## src/rtl/seq_detector_param.sv

```systemverilog
// seq_detector_param: serial pattern detector with a runtime-loaded pattern,
// a runtime length (1..PAT_W), overlapping or non-overlapping detection, and
// a saturating match counter. Every output comes straight from a flop.
module seq_detector_param #(
  parameter int PAT_W = 8,
  parameter int CNT_W = 8,
  parameter int LEN_W = $clog2(PAT_W + 1)
) (
  input  logic             clk,
  input  logic             rst_n,
  input  logic             load,
  input  logic [PAT_W-1:0] cfg_pattern,
  input  logic [LEN_W-1:0] cfg_len,
  input  logic             cfg_overlap,
  input  logic             en,
  input  logic             w,
  output logic             z,
  output logic [CNT_W-1:0] match_count,
  output logic [LEN_W-1:0] busy_fill
);

  localparam logic [LEN_W-1:0] LEN_MAX = LEN_W'(PAT_W);

  // Registered configuration and detection state.
  logic [PAT_W-1:0] pat_r,     pat_n;
  logic [LEN_W-1:0] len_r,     len_n;
  logic             overlap_r, overlap_n;
  logic [PAT_W-1:0] hist_r,    hist_n;
  logic [LEN_W-1:0] fill_r,    fill_n;
  logic [CNT_W-1:0] cnt_r,     cnt_n;
  logic             z_r,       z_n;

  // Datapath helpers for the enabled-sample case.
  logic [PAT_W-1:0] shift_hist;
  logic [LEN_W-1:0] shift_fill;
  logic [PAT_W-1:0] len_mask;
  logic             match;

  // Next-state logic: load takes priority over a sample; reset is applied in the register.
  always_comb begin
    // NOTE: every signal driven here gets a default first, so no path can leave one unassigned and infer a latch.
    pat_n      = pat_r;
    len_n      = len_r;
    overlap_n  = overlap_r;
    hist_n     = hist_r;
    fill_n     = fill_r;
    cnt_n      = cnt_r;
    z_n        = 1'b0;
    len_mask   = '0;

    shift_hist = {hist_r[PAT_W-2:0], w};
    shift_fill = (fill_r >= len_r) ? len_r : fill_r + LEN_W'(1);

    // Only the low len_r history bits take part in the compare.
    for (int i = 0; i < PAT_W; i++) begin
      len_mask[i] = (i < int'(len_r));
    end
    match = (shift_fill == len_r) && (((shift_hist ^ pat_r) & len_mask) == '0);

    if (load) begin
      pat_n     = cfg_pattern;
      overlap_n = cfg_overlap;
      len_n     = (cfg_len == '0 || cfg_len > LEN_MAX) ? LEN_MAX : cfg_len;
      hist_n    = '0;
      fill_n    = '0;
      cnt_n     = '0;
    end else if (en) begin
      hist_n = shift_hist;
      z_n    = match;
      if (match) begin
        cnt_n  = (cnt_r == '1) ? cnt_r : cnt_r + CNT_W'(1);
        // Non-overlap mode demands a fresh len_r bits before the next match.
        fill_n = overlap_r ? shift_fill : '0;
      end else begin
        fill_n = shift_fill;
      end
    end
  end

  // State register with synchronous active-low reset to the documented defaults.
  always_ff @(posedge clk) begin
    if (!rst_n) begin
      // NOTE: non-blocking assignments in clocked blocks so every flop samples pre-edge values regardless of statement order.
      pat_r     <= '0;
      len_r     <= LEN_MAX;
      overlap_r <= 1'b1;
      hist_r    <= '0;
      fill_r    <= '0;
      cnt_r     <= '0;
      z_r       <= 1'b0;
    end else begin
      pat_r     <= pat_n;
      len_r     <= len_n;
      overlap_r <= overlap_n;
      hist_r    <= hist_n;
      fill_r    <= fill_n;
      cnt_r     <= cnt_n;
      z_r       <= z_n;
    end
  end

  assign z           = z_r;
  assign match_count = cnt_r;
  assign busy_fill   = fill_r;

endmodule

```

## config.mk

```make
export PLATFORM = sky130hd
export DESIGN_NAME = seq_detector_param
export DESIGN_NICKNAME = d
export VERILOG_FILES = /design/src/rtl/seq_detector_param.sv
export SDC_FILE = /design/constraint.sdc
export NUM_CORES = 1
export LEC_CHECK = 0
export ABC_CLOCK_PERIOD_IN_PS = 5040
export BUFFER_PORTS_ARGS = -buffer_cell sky130_fd_sc_hd__buf_2
export CAP_MARGIN = 0
export CORE_MARGIN = 2
export CORE_UTILIZATION = 55
export CTS_BUF_LIST = sky130_fd_sc_hd__clkbuf_8
export DETAILED_ROUTE_END_ITERATION = 10
export GPL_TIMING_DRIVEN = 0
export MAX_ROUTING_LAYER = met4
export PLACE_DENSITY = 0.82
export RECOVER_POWER = 25
export SYNTH_ARGS = -nofsm -noshare
export SYNTH_HDL_FRONTEND = slang
export SYNTH_SLANG_ARGS = --single-unit
```

## constraint.sdc

```tcl
create_clock -name clk -period 5.04 [get_ports clk]
set_input_delay 0.756 -clock clk [delete_from_list [all_inputs] [get_ports clk]]
set_output_delay 0.756 -clock clk [all_outputs]
set_load 0.02 [all_outputs]
```

; ---- Yosys cells after proc, flatten, opt, wreduce, memory -nomap -nowiden
; Cells that the tools add are included.
[totals]
output_inout_bits = 13
input_bits = 18
wordCells = 37
reg_bits = 33
[classes]
eq_ne = 2
muxes = 4
add_sub_neg = 2
bitwise_logic = 5
n_lt_le_gt_ge = 10
n_reduce_logical = 7
[ops]
columns = operator, n
row1 = 3-bit by 4-bit less-than comparator with 1-bit output (first input constant), 4
row2 = 4-bit 2-to-1 mux, 4
row3 = 8-bit by 1-bit adder with 8-bit output (second input constant), 1
row4 = 8-bit AND, 1
row5 = 8-bit == test (second input constant), 1
row6 = 8-bit logical NOT, 1
row7 = 1-bit by 4-bit less-than comparator with 1-bit output (first input constant), 2
row8 = 2-bit by 4-bit less-than comparator with 1-bit output (first input constant), 2
row9 = 8-bit XOR, 1
row10 = 4-bit by 1-bit adder with 4-bit output (second input constant), 1
row11 = 4-bit == test, 1
row12 = 4-bit greater-or-equal comparator, 1
row13 = 4-bit greater-than comparator (second input constant), 1
row14 = 4-bit logical NOT, 1
row15 = 1-bit NOT, 3
row16 = 3-bit AND reduction, 1
row17 = 3-bit OR reduction, 1
row18 = 2-bit OR reduction, 1
row19 = 1-bit logical AND, 1
row20 = 1-bit logical OR, 1

; ---- Depth between registers and ports, before layout
; Gate-level depths: netlist of the first run.
[logic_depth]
ltp_word = 5
mapped_depth = 9
mapped_depth_nobuf = 8

; ---- Worst setup path after synthesis of the first run
; No wires, ideal clock.
[synth_timing]
path_type = reg2reg
from = register fill_r[0] (netlist: busy_fill[0])
to = register cnt_r[3] (netlist: match_count[3])
period_less_slack_ns = 2.378
t_arrival_ns = 2.308
setup_slack_ns = 2.662
required_ns = 4.970
setup_ns = 0.070
n_path_buf = 0
stages_incl_launch_ff = 9
cell_sequence = dfxtp_1 inv_1 ha_1 nand2b_1 a21oi_1 o21ai_1 o2111ai_2 or4_1 a21oi_1
[synth_via]
elab_chain_len = 5
word_cells_on_any_way = 6
classes_between = 1 x add/sub / 1 x order compare / 1 x eq/ne / 1 x mux / 2 x reduce/logical
[synth_lines]
columns = element, line_no
row1 = from (decl), 29  ; logic [LEN_W-1:0] fill_r, fill_n;
row2 = from (signal assigned), 96  ; fill_r <= fill_n;
row3 = 4-bit by 1-bit adder with 4-bit output / 4-bit greater-or-equal comparator (equally long branches), 52  ; shift_fill = (fill_r >= len_r) ? len_r : fill_r + LEN_W'(1);
row4 = 4-bit 2-to-1 mux *, 52
row5 = 4-bit == test *, 58  ; match = (shift_fill == len_r) && (((shift_hist ^ pat_r) & len_mask) == '0);
row6 = 1-bit logical AND *, 58
row7 = 3-bit AND reduction (no line) *, n/a
row8 = to (signal assigned), 97  ; cnt_r <= cnt_n;
row9 = to (decl), 30  ; logic [CNT_W-1:0] cnt_r, cnt_n;
; Every way passes the cells marked *; elsewhere a longest branch is shown, timed or not.
; A chain may end at the register's enable or synchronous reset.

; ---- Worst setup path after layout of the first run
[layout_timing]
from = register len_r[1]
to = register cnt_r[5] (netlist: match_count[5])
[layout_via]
elab_chain_len = 5
word_cells_on_any_way = 15
classes_between = 9 x order compare / 1 x eq/ne / 1 x mux / 1 x bitwise / 3 x reduce/logical
[layout_lines]
columns = element, line_no
row1 = from (decl), 26  ; logic [LEN_W-1:0] len_r, len_n;
row2 = from (signal assigned), 93  ; len_r <= len_n;
row3 = 4-bit greater-or-equal comparator (tied with other cells), 52
row4 = 4-bit 2-to-1 mux / 8-bit AND (equally long branches), "52, 58"
row5 = 4-bit == test / 8-bit logical NOT (equally long branches), 58
row6 = 1-bit logical AND *, 58
row7 = 3-bit AND reduction (no line) *, n/a
; Marked as above.

==> impl.org, run 1 <==
** Layout
- Ratio of cells with drive above 1 in the final layout :: about 16%
- After filler insertion, the fill cell instance count of the layout stands at 261.
- 0 antenna diodes ended up in the layout.
- Area growth, synth to finish :: 18.4%
- After the flow finishes, the layout carries non-filler instances totaling 263.
- Number of nets at the end of the flow :: 253

** Timing
- Final worst clock skew :: roughly 0.0049 ns
- Final number of hold-violating endpoints :: 0
- Highest clock rate :: 359 MHz
- RSZ-0062 raised after global routing :: no
- At the pin with the least slew margin, the transition time is 0.742 ns.
- The number of max-slew violations in the final report came to 0.
- Post-route setup TNS :: 0 ns
- Of the available clock period, the critical path in the final layout requires 55.3%.
- Final critical-path required period :: 2.79 ns
- Worst setup slack after layout :: about 2.3 ns
- Slew headroom :: 50.2%
- Final hold slack :: approximately 0.49 ns
- Total setup violations reported at the end of the flow :: 0

** CTS
- TritonCTS built the clock tree.
- After clock tree synthesis, the setup repair step added 0 buffers.
- The number of clock buffers added by TritonCTS is 5.
- In this run, post-CTS hold repair placed 0 buffers.
- CTS placed an instance of sky130_fd_sc_hd__clkbuf_8 at the clock tree root.
- Clock latency at the later pin of the worst-skew pair :: 0.29 ns
- After clock tree synthesis, the repair step resized 0 gates.
- Maximum level of the CTS H-tree :: 2
- Clock-pin slew was measured on the worst setup and hold paths at 0.07 ns.
- No sink is reached through more buffers than the 2 on the longest clock path.
- CTS saw 33 sinks.

** GRT
- Number of antenna violations at the first check in global routing :: 0
- Pin count of the biggest net entering global routing :: 12
- Overall global routing resource usage :: 23.3%
- First-pass GRT wire length :: around 6000 um
- For this run the aggregate overflow at the end of global routing stands at 0.
- Number of global-route vias before repair :: roughly 1,300

** Routing
- The first detailed-routing pass ran for 4 iterations.
- The routed layout has 1,482 vias.
- The routed design has around 3500 um of wire.
- Final routed DRC violation total :: 0
- Number of DRC markers in iteration 0 :: 64
- After detailed routing, the average wire length per cell comes to 13.2 um.
- Via-to-Cell Ratio :: about 5.6
- The detail route stage leaves a number of antenna-violating nets equal to 0.

** Floorplanning
- Core region area :: ~3000 sq um
- Height of the die :: roughly 60 um
- Area enclosed by the die boundary :: 3580 sq um
- Starting Density :: 57.1%
- Number of core rows :: 20
- I/O pin cnt :: 31
- The die is 59.8 um wide.

** Synth
- Synthesis produced 193 cells.
- Mean post-synth cell area :: 8.89 sq um
- Yosys printed 0 warnings.
- The share of the Yosys chip area taken by registers is 38.5%.
- In this run the cell area of the synthesized design comes to 1720 sq um.
- Synthesis produced a netlist with a net count of 217.
- Flop and latch count out of synthesis :: 33
- Library cell with the highest instance count after synthesis :: sky130_fd_sc_hd__dfxtp_1
- Share of flip-flops with an asynchronous set or reset after synthesis :: 0%
- In this run, synthesis inferred 0 flip-flops with an integrated enable.
- After synthesis, the netlist uses 37 different library cells.
- Ranking of synthesized cells by area :: sky130_fd_sc_hd__dfxtp_1 39%, sky130_fd_sc_hd__mux2i_1 9.9%, sky130_fd_sc_hd__xnor2_1 6.1%
- Commonest cells post-synth :: 33 x sky130_fd_sc_hd__dfxtp_1, 17 x sky130_fd_sc_hd__mux2i_1, 15 x sky130_fd_sc_hd__a21oi_1
- The top cell type by area accounts for 38.5% of the synthesized area.
- Cell taking the most area after synthesis :: sky130_fd_sc_hd__dfxtp_1
- Prevailing post-synth register cell :: sky130_fd_sc_hd__dfxtp_1

** Place
- Routability-driven placement finished with a final weighted congestion of 0.880.
- Counting tap cells, the placed design contains a total of 255 instances.
- Prior to clock tree synthesis, the placed netlist has a worst setup slack of 2.35 ns.
- In this run the tool buffered the top-level ports with 29 buffer cells.
- After legalization and detailed placement, the total HPWL measured ~2500 um.

** Run
- Count of maximum capacitance violations :: 0

** Setup path
- Flop-to-flop setup slack :: 2.25 ns
- Critical path capture point type :: flip-flop
- On the critical path, the stage with the largest delay is an instance of sky130_fd_sc_hd__o21ai_1.
- The number of cells on the worst reg-to-reg path is 9.
- Arrival time reported for the critical path endpoint :: ~3 ns
- The cell family contributing the most delay on the critical path is compound AO/OA/AOI/OAI gates.
- Nature of the critical path startpoint :: flip-flop
- Counting both buffers and inverters, the worst setup path holds a total of 3.
- The signal on the critical path passes through clkbuf_1, inv_1, ha_1, a21oi_1, o21ai_1, o2111ai_2, clkbuf_1, o31ai_1, a21oi_1.
- Required time reported for the critical path endpoint :: between 5 and 6 ns
- Of all nets on the critical path, the largest fanout is 10.
- The setup path with the least slack is of type reg2reg.
- Terminus of the critical flop-to-flop path :: match_count[5]
- For this run, the slowest stage of the critical path takes 0.60 ns.
- The startpoint identified for the worst register-to-register timing path is len_r[1].

** Power
- VDD IR-drop max :: 218 uV
- Overall power consumption after layout is estimated at 0.641 mW.
- In this run the power density over the cells is between 300 and 400 nW/um^2.
- Lkg Pwr :: 0.781 nW

** Outcome
- Result of the run :: finished, final reports clean

** Worst hold path
- The worst hold path begins at match_count[4].
- The worst hold path was traced through 2 stages.
- Hold Path Class :: reg2reg
- Worst Hold End :: match_count[4]
==> area by class of cell <==
cell class	count	area [sq um]	share of cell area (%)
inverter	6	22.5	1.11
buffer	9	33.8	1.66
clock inverter	3	65.1	3.20
timing repair buffer	29	140	6.90
clock buffer	5	68.8	3.39
sequential	33	661	32.5
multi-input combinational	145	998	49.2
tap	33	41.3	2.03
==> registers in the layout (all words and copies together) (netlist names) <==
signal and count:
z 1, pat_r 8, len_r 4, overlap_r 1, hist_r 7, match_count 8, busy_fill 4
==> worst min-delay path: stages (launching register included) <==
cell and delay, ns:
sky130_fd_sc_hd__dfxtp_1 0.33, sky130_fd_sc_hd__o31ai_1 0.07, sky130_fd_sc_hd__a21oi_1 0.05
==> cell families (layout without fill, tap and decap cells) <==
group | Yosys count | in the layout | share of synthesized area, %
XOR/XNOR | 14 | 14 | 7.15
buffers and inverters | 15 | 52 | 3.28
flip-flops | 33 | 33 | 38.5
adder cells (fa/ha/maj) | 6 | 6 | 4.38
AO/OA/AOI/OAI | 47 | 47 | 16.8
multiplexers | 17 | 17 | 9.92
AND/OR/NAND/NOR | 61 | 61 | 19.9
==> power by group <==
part	total (mW)	switching, mW	internal, mW
sequential	0.276	0.00786	0.268
clock	0.298	0.102	0.196
combinational	0.0668	0.0378	0.0289
total	0.641	0.147	0.493
==> worst max-delay path by stage <==
stage / from / end / slack (ns) / cells past startpoint
after floorplan: busy_fill[0] / match_count[3] / 2.66 / 8
after global placement: len_r[1] / match_count[5] / 2.35 / 9
after detailed placement: len_r[1] / match_count[5] / 2.35 / 9
after CTS: len_r[1] / match_count[5] / 2.30 / 9
after global routing: len_r[1] / busy_fill[2] / 1.97 / 9
final: len_r[1] / match_count[5] / 2.25 / 9
==> layout by cell type (no fill, tap or decap), types with 2 or more instances in the layout <==
| cell | count |
|---|---|
| sky130_fd_sc_hd__dfxtp_1 | 33 |
| sky130_fd_sc_hd__o22ai_1 | 5 |
| sky130_fd_sc_hd__or4_1 | 5 |
| sky130_fd_sc_hd__nand2b_1 | 2 |
| sky130_fd_sc_hd__clkbuf_8 | 5 |
| sky130_fd_sc_hd__bufinv_16 | 2 |
| sky130_fd_sc_hd__and2_1 | 4 |
| sky130_fd_sc_hd__inv_1 | 6 |
| sky130_fd_sc_hd__o211ai_1 | 2 |
| sky130_fd_sc_hd__o21ai_0 | 12 |
| sky130_fd_sc_hd__nand4_1 | 2 |
| sky130_fd_sc_hd__xor2_1 | 2 |
| sky130_fd_sc_hd__nor2_1 | 12 |
| sky130_fd_sc_hd__nor2b_1 | 9 |
| sky130_fd_sc_hd__xnor2_1 | 12 |
| sky130_fd_sc_hd__nand3_1 | 7 |
| sky130_fd_sc_hd__buf_2 | 25 |
| sky130_fd_sc_hd__a21oi_1 | 15 |
| sky130_fd_sc_hd__mux2i_1 | 17 |
| sky130_fd_sc_hd__nand2_1 | 12 |
| sky130_fd_sc_hd__ha_1 | 6 |
| sky130_fd_sc_hd__clkbuf_1 | 12 |
| sky130_fd_sc_hd__o31ai_1 | 5 |
==> metrics by stage <==
step           cell area [sq um]  util, %
3_3_place_gp                1900     63.3
3_5_place_dp                1900     63.3
2_1_floorplan               1720        -
5_1_grt                     2030     67.6
4_1_cts                     2040     67.8
6_report                    2030     67.6
==> per-layer routing <==
metal	track usage, %	routed length, um
met2	34.8	1620
met5	-	0
met3	7.14	145
met4	9.52	78
met1	29.3	1620
No activity file was read; power rests on OpenSTA's default activity.
==> run 2, diff against run 1 <==
- ABC_CLOCK_PERIOD_IN_PS: 5040 -> 2600
- clock period: 5.04 -> 2.6 ns (I/O delays scaled with it)
==> impl.org, run 2 (synthesized netlist as in run 1, its figures left out) <==
** Place
- The placer's final routability congestion estimate is 0.880 (unchanged).
- The number of input and output port buffers inserted came to 29 (unchanged).
- Placed cell count :: 255 (unchanged)
- The post-DP HPWL was 2480 um (unchanged).

** Floorplanning
- The area of the die was 3580 sq um (unchanged).
- Starting Density :: 57.1% (unchanged)
- Core region area :: 3000 sq um (unchanged)
- Die Wd :: 59.8 um (unchanged)
- I/O pin cnt :: 31 (unchanged)
- The row count came to 20 (unchanged).
- The die boundary height came to 59.8 um (unchanged).

** GRT
- The number of global-route vias before repair came to 1,296 (was 1,295).
- Number of antenna violations at the first check in global routing :: 0 (unchanged)
- Pin count of the biggest net entering global routing :: 12 (unchanged)
- First-pass GRT wire length :: 5910 um (unchanged)
- The combined global-route utilization of all metal layers came to 23.3% (unchanged).
- The sum of overflow across all layers after global routing is 0 (unchanged).

** CTS
- The worst-skew pair later-pin latency is 0.29 ns (about the same).
- Clock buffer count from CTS :: 5 (unchanged)
- CTS Root Cell :: sky130_fd_sc_hd__clkbuf_8 (unchanged)
- Maximum level of the CTS H-tree :: 2 (unchanged)
- Clock-pin slew reported for the worst setup and hold paths after clock tree synthesis :: 0.07 ns (about the same)
- The post-CTS setup buffer count is 0 (unchanged).
- Max Root-Sink Buffers :: 2 (unchanged)
- The clock net sink count came to 33 (unchanged).
- TritonCTS clock tree :: done (unchanged)

** Timing
- RSZ-0062 raised after global routing: no (unchanged).
- Total setup violations reported at the end of the flow :: 0 (unchanged)
- Final number of hold-violating endpoints :: 0 (unchanged)
- The clock skew after layout came to 0.00481 ns (was 0.00487 ns).
- The transition time at the pin with the least slew margin was 0.609 ns (was 0.742 ns).
- The number of max-slew violations in the final report came to 0 (unchanged).
- Highest clock rate :: 418 MHz (was 359 MHz)
- Final critical-path required period :: 2.39 ns (was 2.79 ns)
- The final period utilization is 92.0% (was 55.3%).
- Slew headroom :: 59.4% (was 50.2%)

** Power
- Net switching power :: 0.290 mW (was 0.147 mW)
- The switching share of power is 23.2% (was 23.0%).
- Clk pwr share :: 46.3% (was 46.5%)
- The leakage power was 0.787 nW (was 0.781 nW).
- The share of total power in combinational logic was 10.9% (was 10.4%).
- Register share of total power :: 42.8% (was 43.1%)
- The total power density per cell area was 608 nW/um^2 (was 315 nW/um^2).
- The maximum vdd ir drop came to 426 uV (was 218 uV).
- The total internal power came to 0.959 mW (was 0.493 mW).

** Layout
- The post-layout net count came to 253 (unchanged).
- Multi-input logic area :: 1020 sq um (was 998 sq um)
- The final antenna diode count was 0 (unchanged).
- The layout cell share with drive strength beyond 1 is 16.5% (was 15.7%).
- Highest-count cells in the layout ignoring fill and taps :: 33 x sky130_fd_sc_hd__dfxtp_1, 25 x sky130_fd_sc_hd__buf_2, 17 x sky130_fd_sc_hd__mux2i_1 (unchanged)
- Sequential Area :: 661 sq um (unchanged)
- The non-filler instance count after layout was 263 (unchanged).
- The commonest non-fill, non-tap cell in the layout was sky130_fd_sc_hd__dfxtp_1 (unchanged).
- The number of inserted filler cells in the final layout came to 257 (was 261).
- Core Util, Final :: 68.4% (was 67.6%)
- The area overhead of the layout relative to synthesis was 19.8% (was 18.4%).

** Setup path
- The buffering stage count on the worst path with inverters included came to 2 (was 3).
- Arrival time reported for the critical path endpoint :: 2.62 ns (was 2.96 ns)
- Critical path capture point type :: flip-flop (unchanged)
- Largest stage delay, worst path :: 0.52 ns (was 0.60 ns)
- Ordered cell list for the critical path :: clkbuf_1, inv_1, ha_1, a21oi_1, o21ai_4, o2111ai_4, or4_1, a21oi_1 (was clkbuf_1, inv_1, ha_1, a21oi_1, o21ai_1, o2111ai_2, clkbuf_1, o31ai_1, a21oi_1)
- Cell with the largest stage delay on the worst path :: sky130_fd_sc_hd__or4_1 (was sky130_fd_sc_hd__o21ai_1)
- The family of cells with the greatest summed delay on the critical path was compound AO/OA/AOI/OAI gates (unchanged).
- Highest fanout seen on the critical path :: 10 (unchanged)
- The critical path class is reg2reg (unchanged).
- Required time reported for the critical path endpoint :: 2.83 ns (was 5.21 ns)
- Nature of the critical path startpoint :: flip-flop (unchanged)
- Cell repeated most along the worst path :: sky130_fd_sc_hd__a21oi_1

** Routing
- Number of DRC markers in iteration 0 :: 93 (was 64)
- Final antenna-violating net count :: 0 (unchanged)
- Final routed DRC violation total :: 0 (unchanged)
- Detailed Route WL :: 3540 um (was 3470 um)
- Post-DR wirelength/cell :: 13.5 um (was 13.2 um)
- The number of iterations in the first detailed-routing pass is 4 (unchanged).
- The number of vias in the routed layout came to 1,512 (was 1,482).
- The routed via count divided by cell count was 5.75 (was 5.63).

** Run
- Count of maximum capacitance violations :: 0 (unchanged)

** Outcome
- Result of the run: finished, final reports clean (unchanged).

** Worst hold path
- Hold Path Class :: in2reg (was reg2reg)
## run 2: cell count changes in the layout (fill, tap and decap cells not counted)
cell / before / now
sky130_fd_sc_hd__o21ai_4: 0 / 1
sky130_fd_sc_hd__o2111ai_4: 0 / 1
sky130_fd_sc_hd__o2111ai_2: 1 / 0
sky130_fd_sc_hd__clkbuf_2: 0 / 1
sky130_fd_sc_hd__o21ai_1: 1 / 0
sky130_fd_sc_hd__clkbuf_1: 12 / 11
## run 2: worst paths after layout
path             startpoint              to  slack [ns]  depth (start not counted)
max                len_r[1]  match_count[5]        0.21                          8
min reg2reg  match_count[4]  match_count[4]        0.50                          2
min             cfg_overlap       overlap_r        0.31                          3
max reg2reg        len_r[1]  match_count[5]        0.21                          8
## run 2: power by group through the flow
stage                     registers, mW  logic [mW]  clock network, mW
after floorplan                   0.544      0.0922                  0
after global placement            0.545       0.126                  0
after detailed placement          0.546       0.128                  0
after CTS                         0.534       0.130              0.586
after global routing              0.536       0.153              0.605
final                             0.535       0.136              0.578
## run 2: per-stage QoR
stage | hold WS, ns | setup TNS [ns] | worst slack (ns) | instance area (sq um) | total power [mW]
2_1_floorplan | 0.477 | 0 | 0.222 | 1720 | 0.637
3_3_place_gp | 0.479 | -0.534 | -0.0925 | 1900 | 0.671
3_5_place_dp | 0.484 | -0.568 | -0.0945 | 1900 | 0.674
4_1_cts | 0.307 | 0 | 0.0656 | 2040 | 1.25
5_1_grt | 0.334 | 0 | 0.0134 | 2050 | 1.29
6_report | 0.310 | 0 | 0.208 | 2050 | 1.25
## run 2: timing repair
| item | in CTS | in global routing |
|---|---|---|
| hold buffers | 0 | 0 |
| resized for setup | 1 | 4 |
| setup endpoints to repair | 9 | 11 |
## run 2: cell type report
type | count | area share (%)
Buffer | 9 | 1.71
Clock buffer | 5 | 3.35
Clock inverter | 3 | 3.17
Inverter | 6 | 1.10
Multi-Input combinational cell | 145 | 49.7
Sequential cell | 33 | 32.2
Tap cell | 33 | 2.01
Timing Repair Buffer | 29 | 6.82
## run 2: worst reg2reg max path: stages, from the launching register on
cell and delay (ns):
sky130_fd_sc_hd__dfxtp_1 0.31, sky130_fd_sc_hd__clkbuf_1 0.26, sky130_fd_sc_hd__inv_1 0.14, sky130_fd_sc_hd__ha_1 0.31, sky130_fd_sc_hd__a21oi_1 0.10, sky130_fd_sc_hd__o21ai_4 0.32
sky130_fd_sc_hd__o2111ai_4 0.22, sky130_fd_sc_hd__or4_1 0.52, sky130_fd_sc_hd__a21oi_1 0.15
## run 2: metal layers
layer / wire length [um] / vias up / global-route usage [%]
li1: - / 770 / -
met1: 1640 / 692 / 29.3
met2: 1650 / 41 / 34.8
met3: 169 / 9 / 7.14
met4: 78 / 0 / 9.52
met5: 0 / - / -
